<file path="config.mk">
export PLATFORM = sky130hd
export DESIGN_NAME = cpu_controller_p
export DESIGN_NICKNAME = d
export VERILOG_FILES = /design/src/rtl/cpu_ctrl_pkg.sv /design/src/rtl/binary_to_onehot_p.sv /design/src/rtl/cpu_controller_p.sv
export SDC_FILE = /design/constraint.sdc
export NUM_CORES = 1
export LEC_CHECK = 0
export BUFFER_PORTS_ARGS = -buffer_cell sky130_fd_sc_hd__buf_2
export CORE_ASPECT_RATIO = 1.5
export CORE_UTILIZATION = 43
export CTS_BUF_LIST = sky130_fd_sc_hd__clkbuf_2 sky130_fd_sc_hd__clkbuf_4 sky130_fd_sc_hd__clkbuf_8
export CTS_CLUSTER_DIAMETER = 80
export DETAILED_ROUTE_END_ITERATION = 10
export PLACE_DENSITY = 0.79
export RECOVER_POWER = 100
export SETUP_SLACK_MARGIN = 0.05
export SLEW_MARGIN = 10
export SYNTH_ARGS = -nofsm -noshare
export SYNTH_HDL_FRONTEND = slang
export SYNTH_HIERARCHICAL = 1
export SYNTH_SLANG_ARGS = --single-unit
</file>
<file path="constraint.sdc">
create_clock -name clk -period 2 [get_ports clk]
set_input_delay 0.4 -clock clk [delete_from_list [all_inputs] [get_ports clk]]
set_output_delay 0.4 -clock clk [all_outputs]
set_load 0.1 [all_outputs]
</file>
<file path="src/rtl/cpu_ctrl_pkg.sv">
// Shared types for the multi-cycle CPU controller: opcodes, FSM states, ALU op
// codes and the positions of the A/G/DIN entries in the one-hot vectors.
package cpu_ctrl_pkg;

  typedef enum logic [2:0] {
    OP_MV   = 3'b000,
    OP_MVI  = 3'b001,
    OP_ADD  = 3'b010,
    OP_SUB  = 3'b011,
    OP_AND  = 3'b100,
    OP_BZ   = 3'b101,
    OP_BR   = 3'b110,
    OP_HALT = 3'b111
  } opcode_e;

  typedef enum logic [2:0] {
    S_IDLE, S_FETCH, S_DECODE, S_EXEC1, S_EXEC2, S_EXEC3, S_HALT
  } state_e;

  typedef enum logic [1:0] {
    ALU_ADD = 2'b00,
    ALU_SUB = 2'b01,
    ALU_AND = 2'b10
  } alu_op_e;

  // Entries past the GPRs: A and G share index NREG, G and DIN share NREG+1.
  function automatic int IDX_A(input int nreg);
    return nreg;
  endfunction

  function automatic int IDX_G_EN(input int nreg);
    return nreg + 1;
  endfunction

  function automatic int IDX_G_TRI(input int nreg);
    return nreg;
  endfunction

  function automatic int IDX_DIN(input int nreg);
    return nreg + 1;
  endfunction

  function automatic alu_op_e alu_code(input opcode_e op);
    case (op)
      OP_SUB:  return ALU_SUB;
      OP_AND:  return ALU_AND;
      default: return ALU_ADD;
    endcase
  endfunction

endpackage

</file>
<file path="src/rtl/binary_to_onehot_p.sv">
// Binary index to one-hot decoder; all-zero when not valid or index out of range.
module binary_to_onehot_p #(
  parameter int IN_W  = 4,
  parameter int OUT_W = 10
) (
  input  logic [IN_W-1:0]  bin_i,
  input  logic             valid_i,
  output logic [OUT_W-1:0] oh_o
);

  // An index >= OUT_W matches no position, so it decodes to all-zero.
  always_comb begin
    for (int i = 0; i < OUT_W; i++) begin
      oh_o[i] = valid_i && (bin_i == IN_W'(i));
    end
  end

endmodule

</file>
<file path="src/rtl/cpu_controller_p.sv">
// Multi-cycle control unit: latches an instruction on mem_ready, decodes it and
// sequences one-hot register enables / bus selects, ALU op, PC increment and branch.
module cpu_controller_p
  import cpu_ctrl_pkg::*;
#(
  parameter int INST_W    = 23,
  parameter int NREG      = 8,
  parameter int REG_IDX_W = 4,
  parameter int OH_W      = NREG + 2
) (
  input  logic              clk,
  input  logic              rst,
  input  logic              start,
  input  logic [INST_W-1:0] code,
  input  logic              mem_ready,
  input  logic              alu_zero,
  output logic [OH_W-1:0]   r_en_OH,
  output logic [OH_W-1:0]   tri_controller_OH,
  output logic [1:0]        alu_op,
  output logic              inc_pc,
  output logic              branch,
  output logic              done,
  output logic              illegal,
  output logic              halted
);

  typedef logic [REG_IDX_W-1:0] idx_t;

  localparam idx_t NREG_I    = idx_t'(NREG);
  localparam idx_t A_EN_I    = idx_t'(IDX_A(NREG));
  localparam idx_t G_EN_I    = idx_t'(IDX_G_EN(NREG));
  localparam idx_t G_TRI_I   = idx_t'(IDX_G_TRI(NREG));
  localparam idx_t DIN_TRI_I = idx_t'(IDX_DIN(NREG));

  state_e            state_q, state_d;
  logic [INST_W-1:0] ir_q, ir_d;
  logic              z_q, z_d;

  opcode_e op;
  idx_t    rx, ry;
  logic    alu_inst, uses_ry, bad_idx;

  assign op = opcode_e'(ir_q[INST_W-1 -: 3]);
  assign rx = ir_q[INST_W-4 -: REG_IDX_W];
  assign ry = ir_q[INST_W-4-REG_IDX_W -: REG_IDX_W];

  assign alu_inst = (op == OP_ADD) || (op == OP_SUB) || (op == OP_AND);
  assign uses_ry  = alu_inst || (op == OP_MV);
  assign bad_idx  = (rx >= NREG_I) || (uses_ry && (ry >= NREG_I));

  // The low IR bits below the Ry field carry no control meaning.
  logic unused_ir;
  assign unused_ir = ^ir_q;

  idx_t r_idx, t_idx;
  logic r_vld, t_vld;

  always_comb begin
    // NOTE: every combinational output gets a default first so no path leaves it unassigned (no latch).
    state_d  = state_q;
    ir_d     = ir_q;
    z_d      = z_q;
    r_idx    = '0;
    r_vld    = 1'b0;
    t_idx    = '0;
    t_vld    = 1'b0;
    alu_op   = ALU_ADD;
    inc_pc   = 1'b0;
    branch   = 1'b0;
    done     = 1'b0;
    illegal  = 1'b0;
    halted   = 1'b0;

    unique case (state_q)
      S_IDLE: if (start) state_d = S_FETCH;

      S_FETCH: if (mem_ready) begin
        inc_pc  = 1'b1;
        ir_d    = code;
        state_d = S_DECODE;
      end

      S_DECODE: begin
        if (bad_idx) begin
          illegal = 1'b1;
          state_d = S_FETCH;
        end else if (op == OP_HALT) begin
          state_d = S_HALT;
        end else begin
          state_d = S_EXEC1;
        end
      end

      S_EXEC1: begin
        state_d = alu_inst ? S_EXEC2 : S_FETCH;
        done    = !alu_inst;
        case (op)
          OP_MV:  begin t_idx = ry; t_vld = 1'b1; r_idx = rx; r_vld = 1'b1; end
          OP_MVI: begin t_idx = DIN_TRI_I; t_vld = 1'b1; r_idx = rx; r_vld = 1'b1; end
          OP_ADD, OP_SUB, OP_AND: begin
            t_idx = rx; t_vld = 1'b1; r_idx = A_EN_I; r_vld = 1'b1;
          end
          OP_BZ: if (z_q) begin
            t_idx = DIN_TRI_I; t_vld = 1'b1; branch = 1'b1;
          end
          OP_BR:  begin t_idx = DIN_TRI_I; t_vld = 1'b1; branch = 1'b1; end
          default: ;
        endcase
      end

      S_EXEC2: begin
        t_idx   = ry;
        t_vld   = 1'b1;
        r_idx   = G_EN_I;
        r_vld   = 1'b1;
        alu_op  = alu_code(op);
        z_d     = alu_zero;
        state_d = S_EXEC3;
      end

      S_EXEC3: begin
        t_idx   = G_TRI_I;
        t_vld   = 1'b1;
        r_idx   = rx;
        r_vld   = 1'b1;
        done    = 1'b1;
        state_d = S_FETCH;
      end

      S_HALT: halted = 1'b1;

      default: state_d = S_IDLE;
    endcase
  end

  binary_to_onehot_p #(.IN_W(REG_IDX_W), .OUT_W(OH_W)) u_r_en_dec (
    .bin_i  (r_idx),
    .valid_i(r_vld),
    .oh_o   (r_en_OH)
  );

  binary_to_onehot_p #(.IN_W(REG_IDX_W), .OUT_W(OH_W)) u_tri_dec (
    .bin_i  (t_idx),
    .valid_i(t_vld),
    .oh_o   (tri_controller_OH)
  );

  // NOTE: state flops use non-blocking assignments so every flop samples pre-edge values.
  always_ff @(posedge clk) begin
    if (rst) begin
      state_q <= S_IDLE;
      ir_q    <= '0;
      z_q     <= 1'b0;
    end else begin
      state_q <= state_d;
      ir_q    <= ir_d;
      z_q     <= z_d;
    end
  end

endmodule

</file>
==> results.toml, run 1 <==
[outcome]
status = "stopped before the end"
haltStage = "clock tree synthesis"
stop_error = "[ERROR DPL-0038] Utilization greater than 100%, impossible to legalize"

[yosys]
ys.flop_type = "dfxtp_1"
yosysTopAreaCell = "dfxtp_1"
synth_cell_types = 35
synth_commonest_cells = "31 x nand2_1, 25 x nor2_1, 18 x a21oi_1"
yosys.area.top_type_share_pct = 26.8
synth.most_common_cell = "nand2_1"
ys_seq_area_share_pct = 26.8
syn_inst = 168
syn_avg_cell_area_um2 = 6.67
synth-async-reset-ratio_pct = 0
synth_area_leaders = "dfxtp_1 27%, nand2_1 10%, nor2_1 8.4%"
ys_warn_count = 6
synth-edff-count = 0
netlist_area_mm2 = 0.00112
synth_fp_nets = 196
ys_ff_latch = 15

[clock_tree]
cts_root_buf = "clkbuf_4"
cts_buffers = 3
clk_path_buf_depth = 2
post_cts_buffers = 4
cts_resized = 28
htreeDepth = 1
clock_sinks = 15
hold_buffers = 0

[die]
die_x_um = 43.7
die_h_um = 64.5
ios = 55
start_util_pct = 45.8
std_cell_rows = 22

[placement]
gp_congestion = 0.931
placement.io_buffers = 42
placedCellCount = 268
dp_hpwl_um = 3850
[metrics by stage]
| step | setup WS (ps) | setup TNS, ps | area, um^2 | hold slack [ps] | util, % |
|---|---|---|---|---|---|
| after global placement | -305 | -3880 | 2320 | 445 | 94.5 |
| after detailed placement | -438 | -5870 | 2320 | 469 | 94.5 |
| after floorplan | -709 | -10100 | 1430 | 437 | - |
[logic make-up after synthesis]
group	count (synthesis)	share of synthesized area, %
DFF	15	26.8
AOI/OAI and AO/OA	39	22.0
buffers and inverters	16	6.58
and+or+nand+nor	95	42.0
muxes	3	2.68
==> run 2: changes to the inputs <==
--- a/config.mk
+++ b/config.mk
@@ -6,14 +6,11 @@
 export NUM_CORES = 1
 export LEC_CHECK = 0
 export BUFFER_PORTS_ARGS = -buffer_cell sky130_fd_sc_hd__buf_2
-export CORE_ASPECT_RATIO = 1.5
-export CORE_UTILIZATION = 43
-export CTS_BUF_LIST = sky130_fd_sc_hd__clkbuf_2 sky130_fd_sc_hd__clkbuf_4 sky130_fd_sc_hd__clkbuf_8
-export CTS_CLUSTER_DIAMETER = 80
+export CORE_AREA = 2 2 63 65
 export DETAILED_ROUTE_END_ITERATION = 10
-export PLACE_DENSITY = 0.79
+export DIE_AREA = 0 0 65 67
+export PLACE_DENSITY_LB_ADDON = 0.15
 export RECOVER_POWER = 100
-export SETUP_SLACK_MARGIN = 0.05
 export SLEW_MARGIN = 10
 export SYNTH_ARGS = -nofsm -noshare
 export SYNTH_HDL_FRONTEND = slang
==> constraint.sdc (replaced) <==
create_clock -name clk -period 2.6 [get_ports clk]
set_input_delay 0.52 -clock clk [delete_from_list [all_inputs] [get_ports clk]]
set_output_delay 0.52 -clock clk [all_outputs]
set_load 0.1 [all_outputs]
==> results.toml, run 2 <==
[die]
die_x_um = 65
start_util_pct = 31.1
placeableCoreArea_mm2 = 0.00361
std_cell_rows = 22
die_h_um = 67
ios = 55
die_area_mm2 = 0.00436

[worst_setup_path]
crit_buf_inv = 2
r2r-start = "state_q[1]$_SDFFE_PP0P_"
worstSetupStartpointType = "flip-flop"
max_stage_delay_ps = 440
setup.worst_path.start = "ir_q[22]$_SDFFE_PP0P_"
critPathMaxFanout = 10
crit_chain = "buf_6 > a21oi_2 > nor3_1 > a31oi_1 > o22ai_2 > or3b_4 > nor3_4 > buf_12"
arrival_ps = 2150
cp_top_family = "simple AND/OR/NAND/NOR gates"
end_kind = "output port"
crit_required_ps = 2080
critical_path_class = "reg -> out"
crit_slowest_cell = "or3b_4"

[yosys]
synth_top_family_by_area = "simple AND/OR/NAND/NOR gates"
syn_avg_cell_area_um2 = 6.67
ys_seq_area_share_pct = 26.8
yosys.area_share.simple_pct = 42.0
synth-edff-count = 0
ys_warn_count = 6
synth_fp_nets = 196
synth_commonest_cells = "31 x nand2_1, 25 x nor2_1, 18 x a21oi_1"
synth_cell_types = 35
synth.most_common_cell = "nand2_1"
synth-async-reset-ratio_pct = 0
synth_compound_area_share_pct = 22.0
yosysTopAreaCell = "dfxtp_1"
syn_inst = 168
netlist_area_mm2 = 0.00112
synth-xor-area-share_pct = 0
yosys.area.top_type_share_pct = 26.8
ys.flop_type = "dfxtp_1"
synth.mux.area_fraction_pct = 2.68
synth_area_leaders = "dfxtp_1 27%, nand2_1 10%, nor2_1 8.4%"
ys_ff_latch = 15
synth_fa_ha_area_share_pct = 0

[placement]
dp_hpwl_um = 2790
gp_congestion = 0.884
placement.io_buffers = 42
place_ws_ps = 114

[min_path]
hp-class = "reg -> reg"
min_from = "ir_q[13]$_SDFFE_PP0P_"

[clock_tree]
cts_root_buf = "clkbuf_8"
clk_path_buf_depth = 2
hold_buffers = 0
cts_buffers = 3
clk_latency_ps = 260
clock_sinks = 15
cts_tree = "yes"
clkTransAtPathRegs_ps = 70
htreeDepth = 1

[finish]
reg.largest.list = "ir_q x11, state_q x3, z_q x1"
most-common-layout-cells = "29 x nand2_1, 24 x buf_4, 22 x buf_12"
antenna_cells = 0
layout.nets = 262
top_register = "ir_q"
layout_commonest_cell = "nand2_1"
area_growth_pct = 91.3
largest_reg_flops = 11
layout-drive-gt1-share_pct = 52.4

[pwr]
power.density_mw_per_mm2 = 294
vdd.ir_drop.worst_mv = 0.227
leakage_uw = 0.000794

[route]
route.met2.wl_um = 1960
vias = 1447
drtIter0Drc = 82
antenna_left = 0
drc = 0
wl_um = 3850
wl_per_cell_um = 13.7
met3RoutedLength_um = 268
routed.top_layer = "met4"
m1WireLength_um = 1540
vias_per_cell = 5.15
drt-pass1-iter-count = 4

[global_route]
grt_usage_pct = 17.2
globalRouteOverflowTotal = 0
grt_max_degree = 16
grt_pass1_vias = 1348
antenna_found_initial = 0
grt_pass1_wl_um = 5890

[sta]
slew-limit-headroom_pct = 67.6
fin_skew_ps = 2.92
worst_slew_pin_slew_ps = 489
min_period_ps = 2670
finalHoldViolCount = 0
final-setup-viol-count = 10
rsz0062_at_grt = "true"
timing.fmax_mhz = 374
setup-tns-final_ps = -378
slew_viol_final = 0
min_period_over_period_pct = 103
postLayoutSetupSlackWorst_ps = -70.6
hold_ws_ps = 463

[run]
cap_violations = 0

[outcome]
violations = "negative setup slack"
status = "complete, but fails checks"
run 2: cell counts after synthesis:
No cell type changed its count.
run 2: kinds of logic (layout without fill, tap and decap cells):
group / after synthesis / count (layout)
mux: 3 / 3
flops: 15 / 15
buf+inv: 16 / 81
compound gates: 39 / 39
simple gates: 95 / 95
run 2: layout make-up:
cell class	count	area, um^2
fill	320	1460
timing repair buffer	71	771
clock inverter	1	5.00
multi-input combinational	137	927
sequential	15	318
inverter	6	22.5
tap	48	60.1
clock buffer	3	41.3
run 2: per-stage QoR:
stage | utilization [%] | cell area, um^2 | total power, uW | cells
5_1_grt | 59.5 | 2140 | 662 | 281
3_3_place_gp | 52.5 | 1890 | 407 | 265
6_report | 59.5 | 2140 | 631 | 281
3_5_place_dp | 52.5 | 1890 | 411 | 265
2_1_floorplan | - | 1270 | 363 | 168
4_1_cts | 56.4 | 2030 | 616 | 275
run 2: final timing paths:
path                             end  slack, ps  depth (start not counted)
max             tri_controller_OH[0]        -70                          8
min reg2reg    ir_q[13]$_SDFFE_PP0P_        460                          2
min            ir_q[13]$_SDFFE_PP0P_        460                          2
max reg2reg  state_q[1]$_SDFFE_PP0P_        990                          6
run 2: routing by layer:
layer / global-route usage (%) / up-vias
met1: 19.8 / 672
met4: 5.59 / 0
li1: - / 711
met3: 4.05 / 12
met2: 31.3 / 52
met5: 0 / -
run 2: where the power goes:
| part | switching, uW | internal, uW |
|---|---|---|
| logic | 96.0 | 75.9 |
| clock network | 92.4 | 107 |
| registers | 18.1 | 242 |
| total | 207 | 424 |
run 2: what timing repair did:
| action | in CTS | in global routing |
|---|---|---|
| endpoints found under the setup margin | 18 | 18 |
| buffers inserted | 6 | 7 |
| pin swaps | 9 | 14 |
| resized for setup | 15 | 17 |
run 2: worst min-delay path, cell delays in order (launching register included):
cell and delay [ps]:
dfxtp_1 310, nand2_1 50, a21oi_1 50
Note: power is estimated with default switching activity, not from simulation.
==> run 3: changes to the inputs <==
--- a/config.mk
+++ b/config.mk
@@ -6,9 +6,9 @@
 export NUM_CORES = 1
 export LEC_CHECK = 0
 export BUFFER_PORTS_ARGS = -buffer_cell sky130_fd_sc_hd__buf_2
-export CORE_AREA = 2 2 63 65
+export CORE_AREA = 4 4 65 67
 export DETAILED_ROUTE_END_ITERATION = 10
-export DIE_AREA = 0 0 65 67
+export DIE_AREA = 0 0 69 71
 export PLACE_DENSITY_LB_ADDON = 0.15
 export RECOVER_POWER = 100
 export SLEW_MARGIN = 10
==> results.toml, run 3 (same netlist as run 2, synthesis figures left out) <==
[sta]
final-setup-viol-count = 10
postLayoutSetupSlackWorst_ps = -107
fin_skew_ps = 3.86
rsz0062_at_grt = "true"
slew-limit-headroom_pct = 67.2
finalHoldViolCount = 0
worst_slew_pin_slew_ps = 495
timing.fmax_mhz = 369
min_period_over_period_pct = 104
hold_ws_ps = 476
slew_viol_final = 0
min_period_ps = 2710

[worst_setup_path]
cp_top_family = "simple AND/OR/NAND/NOR gates"
worstSetupStartpointType = "flip-flop"
crit_required_ps = 2080
crit_buf_inv = 1
critical_path_class = "reg -> out"
crit_chain = "nor2b_4 > a31oi_4 > nor2_2 > a211o_1 > or3b_4 > nor3_4 > buf_12"
arrival_ps = 2190
r2r_slack_ps = 940
max_stage_delay_ps = 460
crit_slowest_cell = "or3b_4"
critPathMaxFanout = 5
end_kind = "output port"

[finish]
stdcell_count = 279
reg.largest.list = "ir_q x11, state_q x3, z_q x1"
largest_reg_flops = 11
antenna_cells = 0
top_register = "ir_q"
layout_commonest_cell = "nand2_1"
area_growth_pct = 89.3
layout.nets = 260
fin_util_pct = 58.4
most-common-layout-cells = "30 x nand2_1, 25 x buf_4, 22 x buf_12"
layout-drive-gt1-share_pct = 51.5

[route]
vias_per_cell = 5.07
antenna_left = 0
vias = 1415
wl_um = 3800
drc = 0
wl_per_cell_um = 13.6
drt-pass1-iter-count = 4
drtIter0Drc = 41

[die]
std_cell_rows = 22
die_area_mm2 = 0.00490
ios = 55
placeableCoreArea_mm2 = 0.00363
die_h_um = 71
die_x_um = 69
start_util_pct = 30.9

[global_route]
grt_usage_pct = 15.7
antenna_found_initial = 0
grt_pass1_wl_um = 6330
grt_pass1_vias = 1329
globalRouteOverflowTotal = 0
grt_max_degree = 16

[outcome]
violations = "negative setup slack"
status = "complete, but fails checks"

[pwr]
intPower_uw = 418
p_comb_share_pct = 26.6
finalPower_uw = 617
p_seq_share_pct = 41.9
power.density_mw_per_mm2 = 291
p_switching_uw = 199
p_clk_share_pct = 31.5
p_sw_share_pct = 32.3
vdd.ir_drop.worst_mv = 0.325
leakage_uw = 0.000767

[min_path]
hp-class = "reg -> reg"

[placement]
gp_congestion = 0.875
placement.io_buffers = 42
placedCellCount = 265
dp_hpwl_um = 2880
place_ws_ps = 131

[run]
cap_violations = 0

[clock_tree]
clk_latency_ps = 250
clock_sinks = 15
htreeDepth = 1
cts_buffers = 3
cts_tree = "yes"
cts_root_buf = "clkbuf_8"
clkTransAtPathRegs_ps = 60
clk_path_buf_depth = 2
run 3: cell count changes in the layout (fill, tap and decap cells not counted), sizes merged:
cell,before,now
buf,71,69
run 3: power groups by stage:
stage          sequential (uW)  clock (uW)  combinational [uW]
2_1_floorplan              254           0                 109
3_3_place_gp               263           0                 144
3_5_place_dp               263           0                 147
4_1_cts                    257         200                 156
5_1_grt                    261         209                 178
6_report                   259         194                 164
run 3: area by class of cell:
cell class,instances,area [um^2]
clock buffers,3,41.3
clock inverters,1,5.00
fillers,351,1510
inverters,6,22.5
multi-input cells,137,933
flip-flops and latches,15,315
well taps,48,60.1
repair buffers,69,744
run 3: worst register-to-register path: stages, from the launching register on:
cell,delay (ps)
dfxtp_4,380
buf_4,170
or3_1,450
inv_2,110
buf_4,180
nor3_1,70
a211oi_1,210
run 3: final timing paths:
| kind | from | to | cells past startpoint |
|---|---|---|---|
| worst min register to register | ir_q[13]$_SDFFE_PP0P_ | ir_q[13]$_SDFFE_PP0P_ | 2 |
| worst max register to register | state_q[1]$_SDFFE_PP0P_ | state_q[1]$_SDFFE_PP0P_ | 6 |
| worst min-delay path | ir_q[13]$_SDFFE_PP0P_ | ir_q[13]$_SDFFE_PP0P_ | 2 |
| worst max-delay path | state_q[2]$_SDFFE_PP0P_ | r_en_OH[0] | 7 |
run 3: through the flow:
stage          setup TNS [ps]  instance area [um^2]
6_report                 -236                  2120
5_1_grt                 -2040                  2120
4_1_cts                  -150                  2030
3_5_place_dp                0                  1890
3_3_place_gp                0                  1890
2_1_floorplan           -7780                  1270
run 3: per-layer routing:
| layer | vias up | GRT usage (%) | share of wire [%] |
|---|---|---|---|
| li1 | 708 | - | - |
| met1 | 661 | 19.2 | 42 |
| met2 | 38 | 26.9 | 52 |
| met3 | 8 | 3.41 | 4.4 |
| met4 | 0 | 6.29 | 1.9 |
| met5 | - | 0 | 0 |
run 3: repair_timing:
| action | CTS | global route |
|---|---|---|
| pin swaps | 6 | 10 |
| hold buffers | 0 | 0 |
| buffers inserted | 7 | 3 |
| setup endpoints to repair | 15 | 19 |
| cloned | 0 | 0 |
| resized for setup | 8 | 19 |
